$ cat src/rtl/alu_result_stage.sv
// alu_result_stage
//   Registered output stage behind the ALU subtractor. Beats (difference plus
//   zero flag) pass through a valid/ready handshake. There is one output
//   register and one skid entry. Because of the skid entry, in_ready is driven
//   only from registered state and never from out_ready. The stage also keeps
//   zero-result statistics and a sticky flag-consistency error for debug.
//
// Ports
//   clk, rst_n            clock, asynchronous active-low reset
//   in_valid/in_ready     upstream handshake
//   result_in, flag_in    difference and zero flag from the subtractor
//   out_valid/out_ready   downstream handshake
//   result_out, flag_out  registered beat presented downstream
//   zero_count            saturating count of accepted beats with flag_in=1
//   zero_sticky           set by any accepted beat with flag_in=1
//   flag_err              set when an accepted beat has flag_in != (result_in==0)
//   clr_sticky            synchronous clear of zero_count/zero_sticky/flag_err
module alu_result_stage #(
  parameter int WIDTH = 32,
  parameter int CNT_W = 16
) (
  input  logic             clk,
  input  logic             rst_n,
  input  logic             in_valid,
  output logic             in_ready,
  input  logic [WIDTH-1:0] result_in,
  input  logic             flag_in,
  output logic             out_valid,
  input  logic             out_ready,
  output logic [WIDTH-1:0] result_out,
  output logic             flag_out,
  output logic [CNT_W-1:0] zero_count,
  output logic             zero_sticky,
  input  logic             clr_sticky,
  output logic             flag_err
);

  logic             skid_valid;
  logic [WIDTH-1:0] skid_result;
  logic             skid_flag;
  logic             accept;
  logic             emit;
  logic             out_free;
  logic             mismatch;

  localparam logic [CNT_W-1:0] CNT_ONE = {{(CNT_W-1){1'b0}}, 1'b1};

  assign in_ready = ~skid_valid;
  assign accept   = in_valid & in_ready;
  assign emit     = out_valid & out_ready;
  // The output register can take a new beat when it is empty or is being
  // emitted in this cycle.
  assign out_free = ~out_valid | emit;
  assign mismatch = flag_in != (result_in == '0);

  always_ff @(posedge clk or negedge rst_n) begin
    if (!rst_n) begin
      out_valid   <= 1'b0;
      result_out  <= '0;
      flag_out    <= 1'b0;
      skid_valid  <= 1'b0;
      skid_result <= '0;
      skid_flag   <= 1'b0;
    end else if (out_free) begin
      if (skid_valid) begin
        // The skid beat is older, so it goes out first. While the skid entry
        // is full, in_ready is low, so no new beat can arrive in this cycle.
        out_valid  <= 1'b1;
        result_out <= skid_result;
        flag_out   <= skid_flag;
        skid_valid <= 1'b0;
      end else if (accept) begin
        out_valid  <= 1'b1;
        result_out <= result_in;
        flag_out   <= flag_in;
      end else begin
        out_valid  <= 1'b0;
      end
    end else if (accept) begin
      skid_valid  <= 1'b1;
      skid_result <= result_in;
      skid_flag   <= flag_in;
    end
  end

  always_ff @(posedge clk or negedge rst_n) begin
    if (!rst_n) begin
      zero_count  <= '0;
      zero_sticky <= 1'b0;
      flag_err    <= 1'b0;
    end else if (accept) begin
      // When a beat is accepted in the same cycle as clr_sticky, the beat
      // takes priority. The status bits restart from that beat's values.
      if (clr_sticky) begin
        zero_count  <= flag_in ? CNT_ONE : '0;
        zero_sticky <= flag_in;
        flag_err    <= mismatch;
      end else begin
        if (flag_in && (zero_count != '1)) begin
          zero_count <= zero_count + CNT_ONE;
        end
        if (flag_in) begin
          zero_sticky <= 1'b1;
        end
        if (mismatch) begin
          flag_err <= 1'b1;
        end
      end
    end else if (clr_sticky) begin
      zero_count  <= '0;
      zero_sticky <= 1'b0;
      flag_err    <= 1'b0;
    end
  end

endmodule

$ cat config.mk
export PLATFORM = sky130hd
export DESIGN_NAME = alu_result_stage
export DESIGN_NICKNAME = d
export VERILOG_FILES = /design/src/rtl/alu_result_stage.sv
export SDC_FILE = /design/constraint.sdc
export NUM_CORES = 1
export LEC_CHECK = 0
export CELL_PAD_IN_SITES_DETAIL_PLACEMENT = 0
export CELL_PAD_IN_SITES_GLOBAL_PLACEMENT = 2
export CORE_MARGIN = 2
export CORE_UTILIZATION = 34
export CTS_CLUSTER_DIAMETER = 100
export DETAILED_ROUTE_END_ITERATION = 16
export PLACE_DENSITY_LB_ADDON = 0.05
export SLEW_MARGIN = 20
export SYNTH_ARGS = -nofsm -noshare
export SYNTH_HDL_FRONTEND = slang
export SYNTH_SLANG_ARGS = --single-unit
$ cat constraint.sdc
create_clock -name clk -period 6 [get_ports clk]
set_input_delay 0.9 -clock clk [delete_from_list [all_inputs] [get_ports clk]]
set_output_delay 0.9 -clock clk [all_outputs]
set_load 0.01 [all_outputs]
==> qor.csv <==
stage,metric,value,unit
run_status,status,"complete, no violations",
floorplan,rows,39,
timing,max_freq,354,MHz
timing,relSlewSlack,32.7,%
clock_tree,clkLatencyLatePin,0.34,ns
timing,worst_pin_slew,1.01,ns
clock_tree,clockRootBuffer,clkbuf_16,
route,vias,2932,
timing,rsz0062_at_grt,no,
power,power_frac_clock,36.6,%
logic_synthesis,yosysTopAreaCell,dfrtp_1,
timing,hold_viol,0,
critical_path,reg2reg_from,skid_valid,
placement,gp_congestion,0.738,
critical_path,crit_arrival,3.05,ns
floorplan,die_w,111,µm
timing,slew_violations,0,
critical_path,end_kind,register,
timing,min_period,2.83,ns
power,pwr-share-seq,44.7,%
clock_tree,clockBufferDepth,2,
logic_synthesis,yosys.cell_types.count,34,
global_routing,grtUsageTotal,15.3,%
placement,dp_hpwl,6160,µm
logic_synthesis,syn-num-nets,383,
route,firstDrtPassIters,4,
power,p_sw,0.432,mW
placement,placed_cell_area,4920,µm²
final_layout,regArea,2160,µm²
timing,finalSetupViolations,0,
final_layout,area_delta_synth_final,34.7,%
clock_tree,cts_buffers,9,
route,drtAntennaViolNets,0,
critical_path,crit_required,6.22,ns
run,max_cap_violations,0,
clock_tree,cts_resized,0,
logic_synthesis,synth_edf_count,0,
floorplan,initial_core_util,34.5,%
route,avgViaCountPerCell,5.09,
clock_tree,clk_pin_slew,0.06,ns
final_layout,fillers,1089,
final_layout,finalInstanceArea,5240,µm²
critical_path,worstSetupEndpoint,zero_count[15],
clock_tree,post-cts-setup-buffers,0,
global_routing,grt_pass1_vias,2836,
power,intPower,1.23,mW
floorplan,dieArea,12300,µm²
power,p_leak,2.06,nW
timing,skew,0.00950,ns
route,drt_iter0_markers,100,
logic_synthesis,syn_inst,344,
logic_synthesis,yosysMostFrequentCell,dfrtp_1,
clock_tree,cts.sink_count,86,
power,ir_drop,0.000159,V
critical_path,rr_worst_depth,4,
power,pwr_density_cell,317,nW/µm²
critical_path,reg2reg_to,zero_count[15],
timing,tns,0,ns
critical_path,cp_max_fo,16,
critical_path,timing.critical_path.from,in_valid,
min_path,hold_class,input port to async pin,
route,wl_per_cell,16.0,µm
clock_tree,hold_buffers,0,
global_routing,grt_remaining_overflow,0,
route,wl,9230,µm
global_routing,grt_pass1_wl,14800,µm
global_routing,grt_max_degree,67,
final_layout,layout-drive-gt1-share,9.70,%
power,switching_share,26.0,%
final_layout,nets,467,
placement,pre_cts_slack,2.83,ns
logic_synthesis,async_reset_ff_share,100,%
clock_tree,cts_tree,done,
logic_synthesis,synth_area_per_cell,11.3,µm²
route,route.detailed.drc,0,
final_layout,multi_input_area,1650,µm²
logic_synthesis,post-synth-top-area-fraction,55.3,%
timing,finalCritPeriodShare,47.1,%
critical_path,r2r_slack,3.44,ns
logic_synthesis,yosys-top-cells-area,"dfrtp_1 55%, mux2i_1 8.5%, mux2_1 6.4%",
logic_synthesis,ys_ff_latch,86,
logic_synthesis,yosysSeqAreaShare,55.3,%
power,combPwrFrac,18.8,%
clock_tree,htree_levels,3,
logic_synthesis,netlist_area,3890,µm²
placement,portBuffers,90,
critical_path,crit_path_start_kind,input port,
floorplan,die-height,111,µm
logic_synthesis,synth_common_cells,"86 x dfrtp_1, 43 x a21oi_1, 40 x nor2_1, 33 x mux2i_1, 22 x mux2_1",
floorplan,ios,91,
final_layout,antenna_cells,0,
logic_synthesis,yosys_warnings,0,
power,total_power,1.66,mW
floorplan,coreArea,11300,µm²
logic_synthesis,yosys_most_used_dff,dfrtp_1,
timing,fin_ws,3.17,ns
global_routing,antenna_found_initial,0,
critical_path,critPathKind,input port to register,
[how the worst min path moves through the flow]
stage	to
global route	skid_result[19]
global placement	skid_result[13]
floorplan	skid_result[25]
CTS	result_out[3]
detailed placement	skid_result[14]
finish	result_out[0]
[power groups by stage]
| stage | Sequential, mW | Combinational, mW | Clock (mW) |
|---|---|---|---|
| floorplan | 0.757 | 0.137 | 0 |
| global placement | 0.750 | 0.315 | 0 |
| detailed placement | 0.753 | 0.319 | 0 |
| CTS | 0.743 | 0.320 | 0.624 |
| global route | 0.754 | 0.342 | 0.652 |
| finish | 0.741 | 0.312 | 0.607 |
[layout by cell type (no fill, tap or decap), types with 2 or more instances in the layout]
cell             count
clkdlybuf4s50_1     89
mux2i_1             33
o21ai_1              5
nand3_1              9
clkinv_2             2
nor3_1               3
a21oi_1             43
nor2b_1              5
or3_1                3
nand2_1             11
nand2b_1             2
mux2_1              22
clkinv_4             2
nor2_1              39
dfrtp_1             85
o31ai_1              7
or4_1                9
inv_1                2
clkbuf_16            9
nor4_1              11
nand4_1              5
mux2_2              15
bufinv_16            2
buf_4                4
[cells by family (layout without fill, tap and decap cells)]
group / count (synthesis) / count (layout) / share of synthesized area, %
flip-flops: 86 / 86 / 55.3
multiplexers: 70 / 70 / 19.2
adder cells (fa/ha/maj): 1 / 1 / 0.321
buffers and inverters: 23 / 112 / 2.48
AO/OA/AOI/OAI: 59 / 59 / 8.23
AND/OR/NAND/NOR: 105 / 105 / 14.5
[worst max-delay path, cell delays in order]
cell and delay, ns:
clkdlybuf4s50_1 0.59, nand3b_4 0.21, or4_1 0.71, nor4_1 0.28
mux2_1 0.35
[stage by stage]
step / utilization, % / instances / hold WS (ns)
2_1_floorplan: - / 344 / 0.458
3_3_place_gp: 43.6 / 560 / 0.468
3_5_place_dp: 43.6 / 560 / 0.475
4_1_cts: 46.5 / 576 / 0.491
5_1_grt: 46.5 / 576 / 0.498
6_report: 46.5 / 576 / 0.485
[per-layer routing]
layer | up-vias | part of all wire (%) | track usage [%]
li1 | 1424 | - | -
met1 | 1430 | 47 | 20.1
met2 | 69 | 46 | 23.9
met3 | 9 | 5.6 | 5.52
met4 | 0 | 1.2 | 4.50
met5 | - | 0 | 0
[registers in the layout, indices dropped and copies added (netlist names)]
name / cells
skid_result: 32
flag_out: 1
out_valid: 1
zero_count: 16
skid_flag: 1
zero_sticky: 1
skid_valid: 1
flag_err: 1
result_out: 32
[final cells by class]
| type | instances | area share (%) |
|---|---|---|
| sequential | 86 | 41.1 |
| multi-input combinational | 235 | 31.5 |
| timing repair buffer | 93 | 17.6 |
| clock buffer | 9 | 4.30 |
| tap | 143 | 3.41 |
| clock inverter | 7 | 1.84 |
| inverter | 3 | 0.215 |
Power figures use the tool's default switching activity.
